--- src/rtl/hazard_stall_ctrl_pkg.sv ---
// hazard_pkg: shared state encoding and constants for the pipeline hazard controller
package hazard_pkg;
  typedef enum logic [1:0] {ST_RUN, ST_MEM_WAIT, ST_ERR} state_t;
  localparam logic [4:0] REG_ZERO = 5'd0;
  localparam int MEM_TIMEOUT_DEF = 255;
endpackage

--- src/rtl/hazard_stall_ctrl_sat_counter.sv ---
// sat_counter: up-counter that sticks at all-ones, with sync clear and async active-low reset
module sat_counter #(
  parameter int W = 8
) (
  input  logic         clk,
  input  logic         rst_n,
  input  logic         clr,
  input  logic         inc,
  output logic [W-1:0] cnt
);
  always_ff @(posedge clk or negedge rst_n)
    if (!rst_n) cnt <= '0;
    else if (clr) cnt <= '0;
    else if (inc && !(&cnt)) cnt <= cnt + 1'b1;
endmodule

--- src/rtl/hazard_stall_ctrl.sv ---
// hazard_stall_ctrl: load-use stall, branch flush and data-memory freeze sequencing for the 5-stage core
module hazard_stall_ctrl
  import hazard_pkg::*;
#(
  parameter int MEM_TIMEOUT = MEM_TIMEOUT_DEF,
  parameter int TO_W        = 8,
  parameter int CNT_W       = 16
) (
  input  logic             clk,
  input  logic             rst_n,
  input  logic             IDEX_mem_read,
  input  logic [4:0]       IDEX_Rt,
  input  logic [4:0]       IFID_Rs,
  input  logic [4:0]       IFID_Rt,
  input  logic             IFID_uses_rt,
  input  logic             branch_taken,
  input  logic             dmem_req,
  input  logic             dmem_ack,
  output logic             PC_we,
  output logic             IFID_we,
  output logic             IFID_flush,
  output logic             IDEX_bubble,
  output logic             pipe_freeze,
  output logic             mem_err,
  output logic [CNT_W-1:0] stall_cycles
);
  state_t state, state_nxt;
  logic [TO_W-1:0] wait_cnt;
  logic mem_busy, load_use, freeze, advance;
  assign mem_busy = dmem_req & ~dmem_ack;
  assign load_use = IDEX_mem_read & (IDEX_Rt != REG_ZERO) &
                    ((IDEX_Rt == IFID_Rs) | (IFID_uses_rt & (IDEX_Rt == IFID_Rt)));
  assign freeze   = (state == ST_ERR) | mem_busy;
  assign advance  = rst_n & ~freeze & ~load_use;
  always_ff @(posedge clk or negedge rst_n)
    if (!rst_n) state <= ST_RUN;
    else state <= state_nxt;
  // wait_cnt counts consecutive busy cycles, so it reads 1 on the first MEM_WAIT cycle
  always_comb begin
    state_nxt = (state == ST_ERR) ? ST_ERR :
                !mem_busy ? ST_RUN :
                (state == ST_MEM_WAIT && wait_cnt == TO_W'(MEM_TIMEOUT)) ? ST_ERR : ST_MEM_WAIT;
  end
  // reset forces a flushing, non-advancing pipeline
  always_comb begin
    PC_we       = advance;
    IFID_we     = advance;
    IFID_flush  = ~rst_n | (advance & branch_taken);
    IDEX_bubble = ~rst_n | (rst_n & ~freeze & load_use);
    pipe_freeze = rst_n & freeze;
  end
  assign mem_err = (state == ST_ERR);
  sat_counter #(.W(TO_W)) u_wait (
    .clk(clk), .rst_n(rst_n), .clr(~mem_busy | (state == ST_ERR)), .inc(1'b1), .cnt(wait_cnt)
  );
  sat_counter #(.W(CNT_W)) u_stall (
    .clk(clk), .rst_n(rst_n), .clr(1'b0), .inc(~PC_we), .cnt(stall_cycles)
  );
endmodule
--- config.mk ---
export PLATFORM = sky130hd
export DESIGN_NAME = hazard_stall_ctrl
export DESIGN_NICKNAME = d
export VERILOG_FILES = /design/src/rtl/hazard_stall_ctrl_pkg.sv /design/src/rtl/hazard_stall_ctrl_sat_counter.sv /design/src/rtl/hazard_stall_ctrl.sv
export SDC_FILE = /design/constraint.sdc
export NUM_CORES = 1
export LEC_CHECK = 0
export ABC_CLOCK_PERIOD_IN_PS = 2300
export CAP_MARGIN = 10
export CORE_MARGIN = 1.5
export CORE_UTILIZATION = 35
export CTS_CLUSTER_SIZE = 14
export DETAILED_ROUTE_END_ITERATION = 6
export PLACE_DENSITY_LB_ADDON = 0.25
export SLEW_MARGIN = 20
export SYNTH_ARGS = -nofsm -noshare
export SYNTH_HDL_FRONTEND = slang
export SYNTH_SLANG_ARGS = --single-unit
export TNS_END_PERCENT = 10
--- constraint.sdc ---
create_clock -name clk -period 2.3 [get_ports clk]
set_clock_uncertainty 0.05 [all_clocks]
set_input_delay 0.23 -clock clk [delete_from_list [all_inputs] [get_ports clk]]
set_output_delay 0.23 -clock clk [all_outputs]
set_load 0.02 [all_outputs]
==> results.py <==
metrics = {
    "sta": {
        "hold_violations": 0,
        "rsz0062_at_grt": "yes",
        "max_freq_mhz": 444,
        "timing.slew.headroom": 0.789,
        "whs_ps": 276,
        "slew_viol_final": 0,
        "finalSetupViolCount": 0,
        "fin_crit_ps": 2250,
        "worst_slew_pin_slew_ps": 314,
        "fin_crit_sh": 0.979,
    },
    "floorplanning": {
        "dieArea_mm2": 0.00455,
        "fp.dieH_um": 67.4,
        "start_util": 0.363,
        "dieWidth_um": 67.4,
        "io_pins": 44,
        "core_area_mm2": 0.00400,
        "rows": 23,
    },
    "yosys": {
        "synth_cell_types": 37,
        "synth_top_area_frac": 0.448,
        "ys_seq_area_frac": 0.448,
        "async_flop_share": 1.00,
        "synth.ff_latch_count": 26,
        "syn_nets": 172,
        "syn_area_per_cell_um2": 9.82,
        "yosysWarnings": 0,
        "netlist_area_mm2": 0.00145,
        "yosys.area.top_type": "dfrtp_1",
        "synthCells": 148,
        "synth_edf_count": 0,
        "ys.flop_type": "dfrtp_1",
        "synth.top_cells.by_area": "dfrtp_1, xor2_1, xnor2_1",
    },
    "flow_run": {
        "max_cap_viol_count": 0,
    },
    "placement": {
        "io_buffers": 43,
        "place_congestion": 0.835,
        "dp_hpwl_mm": 2.73,
    },
    "pwr": {
        "sw_frac_of_total": 0.213,
        "power_density_mw_per_mm2": 413,
        "power_mw": 0.849,
        "pwr-share-comb": 0.115,
        "power.switching_mw": 0.181,
        "p_clk_frac": 0.347,
        "ir_worst_vdd_v": 0.000320,
        "p_int_mw": 0.669,
        "p_leak_nw": 0.888,
        "seq_power_share": 0.538,
    },
    "drt": {
        "drtIter0Drc": 29,
        "vias_per_cell": 5.08,
        "drt.antenna.violating_nets": 0,
        "routed_wl_mm": 3.48,
        "drc_errors": 0,
        "dr.pass1.iters": 4,
        "routedWlPerCell_um": 13.8,
        "vias": 1284,
    },
    "cts": {
        "root_buffer": "clkbuf_8",
        "cts_setup_buffers": 0,
        "cts_buffers": 3,
        "htree_levels": 1,
        "clock_path_buffers": 2,
        "cts.sink_count": 26,
        "clk_latency_ps": 270,
        "path_clk_slew_ps": 90,
        "cts_tree": "yes",
    },
    "worst_setup_path": {
        "crit_family": "buffers and inverters",
        "reg2reg_from": "state[0]$_DFF_PN0_",
        "crit_chain": "clkdlybuf4s50_1 > or4_1 > o21a_1 > a21boi_4 > clkdlybuf4s15_1",
        "slowest_stage": "or4_1",
        "worstPathRequired_ps": 2020,
        "crit_path_start_kind": "input pin",
        "worstSetupPathType": "in2out",
        "critical_path_arrival_ps": 1970,
        "critPathMaxFanout": 4,
        "cpPeakStageDelay_ps": 540,
        "cp-startpoint": "IDEX_Rt[1]",
        "reg2reg_slack_ps": 350,
        "crit_buf_inv": 2,
        "critPathCaptureType": "output pin",
    },
    "final_layout": {
        "final_nets": 228,
        "postLayoutCoreUtil": 0.514,
        "layout_commonest_cell": "clkdlybuf4s50_1",
        "layout-drive-gt1-share": 0.148,
        "mostFrequentLayoutCells": "clkdlybuf4s50_1, dfrtp_1, nand2_1",
        "syn2layout_area_growth_pct": 41.5,
        "fillers": 371,
        "diodes": 0,
    },
    "global_route": {
        "grt_pass1_wl_mm": 5.51,
        "grt_pass1_vias": 1266,
        "gr-total-overflow": 0,
        "grt_max_degree": 17,
        "track_usage": 0.160,
        "antenna_found_initial": 0,
    },
    "run_status": {
        "status": "complete, no violations",
    },
    "worst_hold_path": {
        "worstHoldPathType": "in2async",
    },
}
-- cells by family (layout without fill, tap and decap cells) --
family / after synthesis / in the layout / share of synthesized area
AOI/OAI and AO/OA: 15 / 15 / 0.0767
xor gates and xnor gates: 25 / 25 / 0.151
adders and majority gates: 2 / 2 / 0.0172
buffers and inverters: 6 / 61 / 0.0233
DFF: 26 / 26 / 0.448
muxes: 3 / 3 / 0.0250
and+or+nand+nor: 71 / 71 / 0.259
-- layout make-up --
| cell class | count | area (µm²) | share of cell area |
|---|---|---|---|
| Timing Repair Buffer | 55 | 505 | 0.246 |
| Tap cell | 50 | 62.6 | 0.0304 |
| Inverter | 2 | 7.51 | 0.00365 |
| Sequential cell | 26 | 651 | 0.316 |
| Multi-Input combinational cell | 116 | 774 | 0.377 |
| Clock buffer | 4 | 55.1 | 0.0268 |
-- path summary, 6_finish.rpt --
check | endpoint | cells past startpoint
max in group asynchronous | u_wait.cnt[4]$_DFFE_PN0P_ | 3
min in group clk | u_wait.cnt[6]$_DFFE_PN0P_ | 1
setup / recovery | PC_we | 5
hold / removal | u_stall.cnt[13]$_DFFE_PN0P_ | 2
hold reg to reg | u_wait.cnt[6]$_DFFE_PN0P_ | 1
setup reg to reg | u_stall.cnt[14]$_DFFE_PN0P_ | 6
-- metrics by stage --
stage / instance area [µm²] / setup slack, ps / instances / setup TNS (ps)
floorplan: 1450 / 405 / 148 / 0
global placement: 2010 / -284 / 249 / -1380
detailed placement: 2010 / -322 / 249 / -2060
CTS: 2060 / 9.47 / 253 / 0
global route: 2060 / -11.4 / 253 / -15.5
finish: 2060 / 49.0 / 253 / 0
-- synth_stat cells, drive strengths merged, types with 2 or more instances --
| master | number |
|---|---|
| dfrtp | 26 |
| nand2 | 14 |
| and2 | 2 |
| a31oi | 2 |
| a211oi | 3 |
| nor3 | 6 |
| xor2 | 13 |
| nand2b | 3 |
| clkbuf | 2 |
| nor2 | 16 |
| buf | 2 |
| nand4 | 6 |
| mux2 | 2 |
| nor4 | 3 |
| nand3 | 10 |
| ha | 2 |
| xnor2 | 12 |
| and3 | 5 |
| o21ai | 5 |
| inv | 2 |
| or3b | 2 |
-- timing repair --
action | 4_1_cts | 5_1_grt
hold buffers | 0 | 0
setup endpoints to repair | 4 | 4
gates resized for setup | 6 | 8
pin swaps | 0 | 3
endpoints found under the hold margin | 0 | 0
-- power by group through the flow --
stage	Combinational, mW	Clock [mW]	Sequential, mW
3_5_place_dp	0.0989	0	0.466
3_3_place_gp	0.0970	0	0.466
6_report	0.0979	0.295	0.457
5_1_grt	0.106	0.324	0.457
2_1_floorplan	0.0275	0	0.466
4_1_cts	0.0987	0.300	0.457
-- state kept, by name (all words and copies together) (netlist names) --
register     count
u_wait.cnt       8
u_stall.cnt     16
state            2
-- routing by layer --
metal  track usage  vias up  wire length [µm]
met3        0.0383        7               275
met2         0.281       37              1630
met4        0.0587        0                58
met1         0.190      611              1520
met5             0        -                 0
li1              -      629                 -
No activity file was read; power rests on OpenSTA's default activity.
